File: src/rtl/if_id_inst_queue_if.sv
// if_id_inst_queue_if: fetch-side and decode-side signals of the dual-issue
// instruction queue. The master modport is the fetch/decode environment and
// the slave modport is the queue itself.
interface if_id_inst_queue_if #(
    parameter int DEPTH = 8
);
    localparam int CNT_W = $clog2(DEPTH + 1);

    logic             Flush;
    logic             Stall;
    logic [31:0]      In_Inst1;
    logic             In_Inst1_en;
    logic [31:0]      In_Inst2;
    logic             In_Inst2_en;
    logic [31:0]      In_PC;
    logic             In_ready;
    logic [31:0]      Out_Inst1;
    logic [31:0]      Out_PC1;
    logic             Out_Inst1_en;
    logic [31:0]      Out_Inst2;
    logic [31:0]      Out_PC2;
    logic             Out_Inst2_en;
    logic [CNT_W-1:0] Count;

    modport master (
        output Flush, Stall,
        output In_Inst1, In_Inst1_en, In_Inst2, In_Inst2_en, In_PC,
        input  In_ready,
        input  Out_Inst1, Out_PC1, Out_Inst1_en,
        input  Out_Inst2, Out_PC2, Out_Inst2_en,
        input  Count
    );

    modport slave (
        input  Flush, Stall,
        input  In_Inst1, In_Inst1_en, In_Inst2, In_Inst2_en, In_PC,
        output In_ready,
        output Out_Inst1, Out_PC1, Out_Inst1_en,
        output Out_Inst2, Out_PC2, Out_Inst2_en,
        output Count
    );
endinterface

File: src/rtl/if_id_inst_queue.sv
// if_id_inst_queue: dual-issue instruction queue between fetch and decode.
// Takes up to two instructions per cycle, keeps them in program order in a
// circular buffer and presents the two oldest entries to decode.
// Optional feature: define IQ_BYPASS_EN to forward a bundle straight to the
// outputs (zero latency) when the queue is empty and decode is not stalled.
module if_id_inst_queue #(
    parameter int DEPTH = 8
) (
    input  logic              Clk,
    input  logic              Rst,
    if_id_inst_queue_if.slave q
);
    localparam int PTR_W = $clog2(DEPTH);
    localparam int CNT_W = $clog2(DEPTH + 1);
    // Highest occupancy that still leaves room for a full two-entry bundle.
    localparam logic [CNT_W-1:0] READY_MAX = CNT_W'(DEPTH - 2);

    typedef struct packed {
        logic [31:0] inst;
        logic [31:0] pc;
    } entry_t;

    entry_t           mem [DEPTH];
    logic [PTR_W-1:0] head;
    logic [PTR_W-1:0] tail;
    logic [CNT_W-1:0] count;

    logic             ready;
    logic             bypass;
    entry_t           in_first;
    entry_t           in_second;
    logic [1:0]       in_num;
    logic [1:0]       enq_num;
    logic [1:0]       deq_num;
    entry_t           slot1;
    entry_t           slot2;
    logic             slot1_en;
    logic             slot2_en;

    // Pointers wrap for free because DEPTH is a power of two.
    function automatic logic [PTR_W-1:0] ptr_add(input logic [PTR_W-1:0] p,
                                                 input logic [1:0]       n);
        return p + PTR_W'(n);
    endfunction

    // Compact the incoming bundle: the first valid instruction always lands in
    // in_first, so an Inst2-only bundle still occupies a single slot.
    always_comb begin
        in_second = '{inst: q.In_Inst2, pc: q.In_PC + 32'd4};
        in_first  = '{inst: q.In_Inst1, pc: q.In_PC};
        in_num    = {1'b0, q.In_Inst1_en} + {1'b0, q.In_Inst2_en};
        if (!q.In_Inst1_en) begin
            in_first = in_second;
        end
    end

    // Ready, bypass qualification and the per-cycle push/pop amounts.
    always_comb begin
        ready = (count <= READY_MAX);
`ifdef IQ_BYPASS_EN
        bypass = (count == '0) && !q.Stall && !q.Flush && ready;
`else
        bypass = 1'b0;
`endif
        // A bypassed bundle goes straight to decode and is never stored.
        enq_num = (ready && !q.Flush && !bypass) ? in_num : 2'd0;
        if (q.Stall) begin
            deq_num = 2'd0;
        end else if (count >= CNT_W'(2)) begin
            deq_num = 2'd2;
        end else if (count != '0) begin
            deq_num = 2'd1;
        end else begin
            deq_num = 2'd0;
        end
    end

    // Present the two oldest entries; invalid slots read as all zeros.
    always_comb begin
        slot1    = mem[head];
        slot2    = mem[ptr_add(head, 2'd1)];
        slot1_en = (count != '0);
        slot2_en = (count >= CNT_W'(2));
        if (bypass) begin
            slot1    = in_first;
            slot2    = in_second;
            slot1_en = (in_num != 2'd0);
            slot2_en = (in_num == 2'd2);
        end
        q.Out_Inst1_en = slot1_en;
        q.Out_Inst1    = slot1_en ? slot1.inst : 32'd0;
        q.Out_PC1      = slot1_en ? slot1.pc   : 32'd0;
        q.Out_Inst2_en = slot2_en;
        q.Out_Inst2    = slot2_en ? slot2.inst : 32'd0;
        q.Out_PC2      = slot2_en ? slot2.pc   : 32'd0;
        q.In_ready     = ready;
        q.Count        = count;
    end

    // Head/tail/occupancy: async reset and flush both empty the queue, flush
    // taking priority over any same-cycle push or pop.
    always_ff @(posedge Clk or posedge Rst) begin
        if (Rst) begin
            head  <= '0;
            tail  <= '0;
            count <= '0;
        end else if (q.Flush) begin
            head  <= '0;
            tail  <= '0;
            count <= '0;
        end else begin
            head  <= ptr_add(head, deq_num);
            tail  <= ptr_add(tail, enq_num);
            count <= count + CNT_W'(enq_num) - CNT_W'(deq_num);
        end
    end

    // Entry storage: written at tail (second entry may wrap to index 0),
    // never reset or cleared since occupancy alone defines validity.
    always_ff @(posedge Clk) begin
        if (enq_num != 2'd0) begin
            mem[tail] <= in_first;
        end
        if (enq_num == 2'd2) begin
            mem[ptr_add(tail, 2'd1)] <= in_second;
        end
    end
endmodule

File: src/flat_wrapper.sv
// flat-port wrapper written by rule: the top's interface ports become plain ports
module if_id_inst_queue_flat 
#(
    parameter int DEPTH = 8
)
  (Clk, Rst, q_Flush, q_Stall, q_In_Inst1, q_In_Inst1_en, q_In_Inst2, q_In_Inst2_en, q_In_PC, q_In_ready, q_Out_Inst1, q_Out_PC1, q_Out_Inst1_en, q_Out_Inst2, q_Out_PC2, q_Out_Inst2_en, q_Count);
  if_id_inst_queue_if #(.DEPTH(DEPTH)) q_i ();
  input  logic Clk;
  input  logic Rst;
  input wire logic [$bits(q_i.Flush)-1:0] q_Flush;
  input wire logic [$bits(q_i.Stall)-1:0] q_Stall;
  input wire logic [$bits(q_i.In_Inst1)-1:0] q_In_Inst1;
  input wire logic [$bits(q_i.In_Inst1_en)-1:0] q_In_Inst1_en;
  input wire logic [$bits(q_i.In_Inst2)-1:0] q_In_Inst2;
  input wire logic [$bits(q_i.In_Inst2_en)-1:0] q_In_Inst2_en;
  input wire logic [$bits(q_i.In_PC)-1:0] q_In_PC;
  output wire logic [$bits(q_i.In_ready)-1:0] q_In_ready;
  output wire logic [$bits(q_i.Out_Inst1)-1:0] q_Out_Inst1;
  output wire logic [$bits(q_i.Out_PC1)-1:0] q_Out_PC1;
  output wire logic [$bits(q_i.Out_Inst1_en)-1:0] q_Out_Inst1_en;
  output wire logic [$bits(q_i.Out_Inst2)-1:0] q_Out_Inst2;
  output wire logic [$bits(q_i.Out_PC2)-1:0] q_Out_PC2;
  output wire logic [$bits(q_i.Out_Inst2_en)-1:0] q_Out_Inst2_en;
  output wire logic [$bits(q_i.Count)-1:0] q_Count;
  assign q_i.Flush = q_Flush;
  assign q_i.Stall = q_Stall;
  assign q_i.In_Inst1 = q_In_Inst1;
  assign q_i.In_Inst1_en = q_In_Inst1_en;
  assign q_i.In_Inst2 = q_In_Inst2;
  assign q_i.In_Inst2_en = q_In_Inst2_en;
  assign q_i.In_PC = q_In_PC;
  assign q_In_ready = q_i.In_ready;
  assign q_Out_Inst1 = q_i.Out_Inst1;
  assign q_Out_PC1 = q_i.Out_PC1;
  assign q_Out_Inst1_en = q_i.Out_Inst1_en;
  assign q_Out_Inst2 = q_i.Out_Inst2;
  assign q_Out_PC2 = q_i.Out_PC2;
  assign q_Out_Inst2_en = q_i.Out_Inst2_en;
  assign q_Count = q_i.Count;
  if_id_inst_queue #(.DEPTH(DEPTH)) u_core (.Clk(Clk), .Rst(Rst), .q(q_i));
endmodule
File: config.mk
export PLATFORM = sky130hd
export DESIGN_NAME = if_id_inst_queue_flat
export DESIGN_NICKNAME = d
export VERILOG_FILES = /design/src/rtl/if_id_inst_queue_if.sv /design/src/rtl/if_id_inst_queue.sv /design/src/flat_wrapper.sv
export SDC_FILE = /design/constraint.sdc
export NUM_CORES = 1
export LEC_CHECK = 0
export ABC_AREA = 1
export CAP_MARGIN = 20
export CORE_MARGIN = 5
export CORE_UTILIZATION = 40
export DETAILED_ROUTE_END_ITERATION = 7
export PLACE_DENSITY = 0.58
export REMOVE_ABC_BUFFERS = 1
export SLEW_MARGIN = 20
export SYNTH_ARGS = -nofsm -noshare
export SYNTH_HDL_FRONTEND = slang
export SYNTH_SLANG_ARGS = --single-unit
File: constraint.sdc
create_clock -name Clk -period 4.7 [get_ports Clk]
set_input_delay 1.175 -clock Clk [delete_from_list [all_inputs] [get_ports Clk]]
set_output_delay 1.175 -clock Clk [all_outputs]
set_load 0.01 [all_outputs]
==> results of run 1 <==
[path summary, 6_finish.rpt]
path | startpoint | end | slack (ps) | depth (start not counted)
worst max-delay path | u_core.head[2] | q_Out_Inst1[7] | 90 | 5
worst min-delay path | u_core.tail[2] | u_core.tail[2] | 800 | 2
worst max register to register | u_core.q.Count[3] | u_core.q.Count[2] | 1660 | 11
worst min register to register | u_core.tail[2] | u_core.tail[2] | 800 | 2
max in group asynchronous | Rst | u_core.head[2] | 3420 | 2
min in group asynchronous | Rst | u_core.q.Count[1] | 900 | 2
[final cells by class]
| class | instances | area [um2] |
|---|---|---|
| tap | 1070 | 1339 |
| multi-input combinational | 3284 | 15120 |
| antenna | 1 | 2.502 |
| inverter | 236 | 899.6 |
| clock buffer | 78 | 1697 |
| fill | 7954 | 43530 |
| sequential | 522 | 15640 |
| clock inverter | 40 | 339.1 |
| timing repair buffer | 324 | 3548 |
[where the power goes]
group / switching [uW] / internal, uW
clock: 2100 / 2860
combinational: 5240 / 3150
sequential: 112 / 5430
total: 7450 / 11400
[state kept, by name (all words and copies together), names as in the netlist]
name and flops:
u_core.head 3, u_core.mem 512, u_core.q.Count 4, u_core.tail 3
[cell usage after synthesis, drive strengths merged]
| cell | instances |
|---|---|
| nor3 | 1 |
| clkbuf | 145 |
| and2 | 2 |
| o21a | 1 |
| or2 | 1 |
| nand4 | 8 |
| o21bai | 2 |
| xnor2 | 5 |
| a21oi | 258 |
| o21ai | 885 |
| nor2 | 585 |
| dfrtp | 10 |
| ha | 12 |
| fa | 4 |
| nor3b | 1 |
| nand2 | 1115 |
| inv | 236 |
| edfxtp | 512 |
| nand3 | 268 |
| o211ai | 64 |
| buf | 177 |
| a31oi | 64 |
| nand3b | 2 |
| xor2 | 6 |
[worst reg2reg max path, cell delays in order, from the launching register on]
cell and delay (ps):
sky130_fd_sc_hd__dfrtp_1 400, sky130_fd_sc_hd__inv_1 80, sky130_fd_sc_hd__ha_1 250, sky130_fd_sc_hd__nand2_8 260
sky130_fd_sc_hd__buf_4 550, sky130_fd_sc_hd__nor3_1 160, sky130_fd_sc_hd__ha_1 310, sky130_fd_sc_hd__inv_1 40
sky130_fd_sc_hd__ha_1 200, sky130_fd_sc_hd__fa_1 450, sky130_fd_sc_hd__xnor2_1 150, sky130_fd_sc_hd__nor2_1 50
[cells in the final DEF (no fill, tap or decap), types with 20 or more instances in the layout]
cell,n
sky130_fd_sc_hd__a31oi_1,64
sky130_fd_sc_hd__clkbuf_16,66
sky130_fd_sc_hd__nand2_1,1094
sky130_fd_sc_hd__clkinv_1,20
sky130_fd_sc_hd__buf_12,39
sky130_fd_sc_hd__inv_1,226
sky130_fd_sc_hd__o211ai_1,64
sky130_fd_sc_hd__nand3_1,265
sky130_fd_sc_hd__buf_4,48
sky130_fd_sc_hd__a21oi_1,258
sky130_fd_sc_hd__nor2_1,564
sky130_fd_sc_hd__clkdlybuf4s50_1,235
sky130_fd_sc_hd__edfxtp_1,512
sky130_fd_sc_hd__o21ai_1,133
sky130_fd_sc_hd__o21ai_0,751
[metrics by stage]
stage	TNS [ps]	std cells	instance area (um2)	total power, uW
3_5_place_dp	0	5436	36500	13920
2_1_floorplan	-1860330	4042	31510	9868
3_3_place_gp	0	5436	36500	13910
4_1_cts	0	5554	38530	18860
6_report	0	5555	38580	18890
5_1_grt	0	5555	38580	19800
[routing by layer]
layer | wire (um) | GRT usage | vias to the layer above
li1 | - | - | 15028
met1 | 51550 | 0.3712 | 14890
met2 | 58040 | 0.4481 | 1721
met3 | 12560 | 0.04361 | 297
met4 | 4603 | 0.09657 | 0
met5 | 0 | 0 | -
[cells by family (layout without fill, tap and decap cells)]
group	count (synthesis)	in the layout	synth area share
simple gates	1983	1983	0.2414
xor+xnor	11	11	0.004038
flops	522	522	0.4713
buf+inv	558	678	0.07646
fa+ha+maj	16	16	0.006944
other cells	0	1	0
compound gates	1274	1274	0.1999
[repair_timing]
| action | in CTS | in global routing |
|---|---|---|
| endpoints found under the setup margin | 0 | 13 |
| resized for setup | 0 | 7 |
| setup buffers | 0 | 0 |
==> results.txt, run 1 <==
----------------------------------------------------
[Place]
  I/O Buffers ... 236
  Final estimated routing congestion in global placement ... 0.8946
  Pre-CTS setup slack ... 634.3 ps
  Post-detailed-placement half-perimeter wirelength ... 72150 um

[Timing]
  Final Setup Violations ... 0
  Worst slew pin tran ... 1104 ps
  Count of final max-slew check failures ... 0
  Maximum clock rate ... 216.8 MHz
  Hold violation count in the final report ... 0
  Post-route worst setup slack ... 88.46 ps
  RSZ-0062 raised after global routing ... false
  Final worst path period need ... 4612 ps
  Share of the clock period used by the worst path ... 0.9812
  Maximum clock skew at final layout ... 17.49 ps
  Relative max-transition margin ... 0.2639
  Worst hold slack after final layout ... 800.2 ps

[Setup path]
  CP cell instances ... buf_4 -> clkinv_2 -> buf_12 -> a31oi_1 -> clkdlybuf4s50_1
  Crit path required time ... 3520 ps
  Dominant delay contributor by cell family on the critical path ... buffers and inverters
  CP startpoint kind ... register
  Category of the worst setup path capture point ... primary output
  Buffers & Inverters on Critical Path ... 4
  Arrival time at the worst endpoint ... 3440 ps
  Maximum fanout along the worst path ... 35
  Type of the worst setup path ... register to primary output
  Largest stage delay on the critical path ... 630 ps
  Master of the slowest instance on the critical path ... sky130_fd_sc_hd__clkdlybuf4s50_1

[Logic synthesis]
  Number of synthesized register bits ... 522
  Sequential share of the synthesized area ... 0.4713
  Synthesized instance count ... 4364
  Library cells used by synthesis ... 39
  Mapped Area ... 0.03315 mm2
  Share of the synthesized area in the top cell type ... 0.4637
  Most area-hungry cell type in the Yosys netlist ... sky130_fd_sc_hd__edfxtp_1
  Top post-synthesis cells by area ... sky130_fd_sc_hd__edfxtp_1, sky130_fd_sc_hd__nand2_1, sky130_fd_sc_hd__o21ai_0, sky130_fd_sc_hd__nor2_1, sky130_fd_sc_hd__nand3_1
  Count of yosys warnings during synthesis ... 0
  Mean Syn Cell Area ... 7.597 um2

[GRT]
  Pin count of the biggest net entering global routing ... 218
  Total congestion overflow ... 0
  Antenna violations before repair ... 1
  Wire length of the first global-routing pass ... 187100 um
  GRT Overall Usage ... 0.2738
  Number of global-route vias before repair ... 29.78k

[Drt]
  DRC marker count from the first detailed-route iteration ... 3710
  Detail-routed via count per cell ... 5.749
  Routed WL ... 126800 um
  Final antenna-violating net count ... 0
  Number of vias in the routed layout ... 31.94k
  Detailed-route wire length per cell ... 22.82 um
  Detailed-route DRC error count ... 0
  Number of search-and-repair iterations in the first detailed-routing pass ... 7

[CTS]
  # H-tree levels ... 3
  TritonCTS clock tree ... yes
  Clock buffer count from CTS ... 66
  Number of hold buffers added after CTS ... 0
  Clock transition time at the flip-flop clock pins of the worst setup and hold paths ... 60 ps
  Buffers from clock root to sink, at most ... 3
  Insertion delay to the later sink of the worst-skew pair ... 610 ps
  Clock Sink Count ... 522
  Clock Root Buffer ... sky130_fd_sc_hd__clkbuf_16

[Die]
  Count of standard-cell rows ... 105
  Initial core utilization ... 0.4038
  Die footprint ... 0.08874 mm2
  Die height ... 297.9 um
  Die X-Extent ... 297.9 um
  # IOs ... 237
  Placeable Area ... 0.08211 mm2

[Run status]
  Run status ... completed

[Finish]
  Share of post-route cells with drive strength above 1 ... 0.05330
  Nets ... 4552
  P&R area growth vs syn ... 16.36%
  Final core area utilization ... 0.4698

[Power and ir drop]
  Maximum vdd drop ... 0.3463 mV
  Lkg Pwr ... 0.01517 uW
  Power density cells ... 489.5 mW/mm2

[Job]
  Max cap viols ... 0

[Hold path]
  Class of the most critical hold timing path ... register to register

----------------------------------------------------
(Power assumes the default switching activity.)
==> run 2: changes to the inputs <==
--- a/config.mk
+++ b/config.mk
@@ -7,10 +7,13 @@
 export LEC_CHECK = 0
 export ABC_AREA = 1
 export CAP_MARGIN = 20
+export CELL_PAD_IN_SITES_DETAIL_PLACEMENT = 2
+export CELL_PAD_IN_SITES_GLOBAL_PLACEMENT = 2
 export CORE_MARGIN = 5
-export CORE_UTILIZATION = 40
+export CORE_UTILIZATION = 35
 export DETAILED_ROUTE_END_ITERATION = 7
-export PLACE_DENSITY = 0.58
+export MAX_ROUTING_LAYER = met4
+export PLACE_DENSITY = 0.8
 export REMOVE_ABC_BUFFERS = 1
 export SLEW_MARGIN = 20
 export SYNTH_ARGS = -nofsm -noshare
==> run 2 against run 1 <==
Wire length is 17% higher. Clock power hardly changed. First-iteration DRC count is 31% lower. Critical path depth is 2 higher. Combinational power is 2% higher. Largest power group unchanged. Global-route usage is 1.5 points higher. Total power is 1.3% higher. Final cell count is 3.6% higher. Via count is 4.9% higher. Clock-buffer cell count is 10 higher. Sequential share of layout area is 0.35 points lower. Highest routed layer unchanged. Sequential cell count stayed put.
==> results.txt, run 2 (synthesized netlist as in run 1, its figures left out) <==
----------------------------------------------------
[Run status]
  Run status ... completed

[CTS]
  Buffers from clock root to sink, at most ... 3
  Clock buffer count from CTS ... 68
  Clock Sink Count ... 522
  # H-tree levels ... 3
  TritonCTS clock tree ... yes
  Insertion delay to the later sink of the worst-skew pair ... 620 ps
  Clock Root Buffer ... sky130_fd_sc_hd__clkbuf_16
  Clock transition time at the flip-flop clock pins of the worst setup and hold paths ... 60 ps
  Count of instances resized after the clock tree is built ... 0

[Drt]
  Number of search-and-repair iterations in the first detailed-routing pass ... 7
  Detailed-route wire length per cell ... 25.75 um
  Number of vias in the routed layout ... 33.51k
  Detailed-route DRC error count ... 0
  Routed WL ... 148100 um
  Detail-routed via count per cell ... 5.824
  Final antenna-violating net count ... 0
  DRC marker count from the first detailed-route iteration ... 2557

[Die]
  Die footprint ... 0.1010 mm2
  # IOs ... 237
  Initial core utilization ... 0.3542
  Die height ... 317.8 um
  Count of standard-cell rows ... 112
  Placeable Area ... 0.09361 mm2
  Die X-Extent ... 317.8 um

[Setup path]
  CP cell instances ... ha_4 -> inv_2 -> buf_4 -> o21ai_0 -> a21oi_1 -> nor2_1 -> clkdlybuf4s50_1
  Buffers & Inverters on Critical Path ... 3
  Beginning of the worst register-to-register path ... u_core.tail[0]
  Type of the worst setup path ... register to primary output
  R2r worst-path depth ... 10
  Master of the slowest instance on the critical path ... sky130_fd_sc_hd__dfrtp_4
  Crit path required time ... 3520 ps
  Largest stage delay on the critical path ... 640 ps
  Maximum fanout along the worst path ... 35
  Worst reg-to-reg setup slack ... 1780 ps
  RR Endpoint ... u_core.mem[0][37]
  Number of stages on the worst setup path ... 7
  Dominant delay contributor by cell family on the critical path ... buffers and inverters
  Category of the worst setup path capture point ... primary output
  CP startpoint kind ... register
  Arrival time at the worst endpoint ... 3400 ps

[Finish]
  Final non-filler cell total ... 5753
  Number of antenna cells inserted ... 0
  Total area of multi-input combinational cells ... 0.01509 mm2
  Final Instance Area ... 0.03892 mm2
  Nets ... 4572
  Most frequent standard cell in the layout excluding fill and tap cells ... sky130_fd_sc_hd__nand2_1
  Share of post-route cells with drive strength above 1 ... 0.05579
  Seq. cell area ... 0.01564 mm2
  P&R area growth vs syn ... 17.38%
  Most used cells in the layout excluding fill and tap cells ... sky130_fd_sc_hd__nand2_1, sky130_fd_sc_hd__o21ai_0, sky130_fd_sc_hd__nor2_1
  Largest register by flop count ... u_core.mem
  Number of flip-flops under the largest register name ... 512
  Number of fill cells in the layout ... 10.72k

[Timing]
  Share of the clock period used by the worst path ... 0.9725
  Final Setup Violations ... 0
  Final worst path period need ... 4571 ps
  Post-route worst setup slack ... 129.0 ps
  Total negative slack ... 0 ps
  Relative max-transition margin ... 0.2702
  Hold violation count in the final report ... 0
  Maximum clock rate ... 218.8 MHz
  Worst slew pin tran ... 1095 ps
  Count of final max-slew check failures ... 0
  RSZ-0062 raised after global routing ... false
  Maximum clock skew at final layout ... 23.02 ps

[Hold path]
  Sink of the worst hold path ... u_core.tail[2]
  Class of the most critical hold timing path ... register to register
  Worst hold start ... u_core.tail[2]
  Worst hold path stage count ... 2

[GRT]
  GRT Overall Usage ... 0.2885
  Wire length of the first global-routing pass ... 221400 um
  Total congestion overflow ... 0
  Pin count of the biggest net entering global routing ... 167
  Number of global-route vias before repair ... 35.65k
  Antenna violations before repair ... 0

[Place]
  Post-detailed-placement half-perimeter wirelength ... 90430 um
  Cell count after placement ... 5636
  Final estimated routing congestion in global placement ... 0.8488
  I/O Buffers ... 236
  Standard cell area after detailed placement ... 0.03687 mm2
  Pre-CTS setup slack ... 675.2 ps

[Job]
  Max cap viols ... 0

[Power and ir drop]
  Post-layout total power ... 19120 uW
  Lkg Pwr ... 0.01524 uW
  Maximum vdd drop ... 0.4399 mV
  Power density cells ... 491.4 mW/mm2

----------------------------------------------------
-- run 2: per-stage QoR --
step           hold WS [ps]  utilization
6_report              801.8       0.4157
5_1_grt               875.3       0.4157
2_1_floorplan         611.5            -
3_3_place_gp          709.7       0.3939
4_1_cts               812.1       0.4153
3_5_place_dp          793.1       0.3939
-- run 2: area by class of cell --
cell class | count | share of cell area
Sequential cell | 522 | 0.4018
Clock inverter | 27 | 0.005240
Inverter | 236 | 0.02312
Multi-Input combinational cell | 3284 | 0.3877
Clock buffer | 88 | 0.04620
Tap cell | 1254 | 0.04032
Timing Repair Buffer | 342 | 0.09561
-- run 2: timing repair --
action                                  in CTS  in global routing
endpoints found under the setup margin       0                 17
hold buffers                                 0                  0
setup buffers                                0                  1
-- run 2: worst max-delay path by stage --
stage                       from               to  slack (ps)
5_1_grt        u_core.q.Count[3]     q_Out_PC1[5]          20
3_3_place_gp      u_core.head[1]    q_Out_PC2[18]         710
4_1_cts           u_core.head[1]  q_Out_Inst2[23]          30
2_1_floorplan     u_core.head[0]  q_Out_Inst2[30]      -14450
3_5_place_dp      u_core.head[1]  q_Out_Inst2[23]         680
6_report          u_core.head[1]   q_Out_Inst2[4]         130
-- run 2: metal layers --
metal	part of all wire	vias to the layer above	routed length (um)	GRT usage
met1	0.43	17234	64090	0.3710
met3	0.051	245	7571	0.02885
met2	0.49	982	72370	0.4882
met4	0.028	0	4103	0.08125
li1	-	15045	-	-
met5	0	-	0	-
-- run 2: tightest hold or removal path, cell delays in order, from the launching register on --
cell,delay [ps]
sky130_fd_sc_hd__dfrtp_1,530
sky130_fd_sc_hd__xor2_1,130
sky130_fd_sc_hd__nor2_1,100
-- run 2: where the power goes --
| group | switching (uW) | internal (uW) | leakage (uW) | total, uW |
|---|---|---|---|---|
| Combinational | 5380 | 3190 | 0.00950 | 8570 |
| Sequential | 171 | 5430 | 0.00476 | 5600 |
| Clock | 2150 | 2800 | 0.000978 | 4950 |
| Total | 7700 | 11400 | 0.0152 | 19100 |
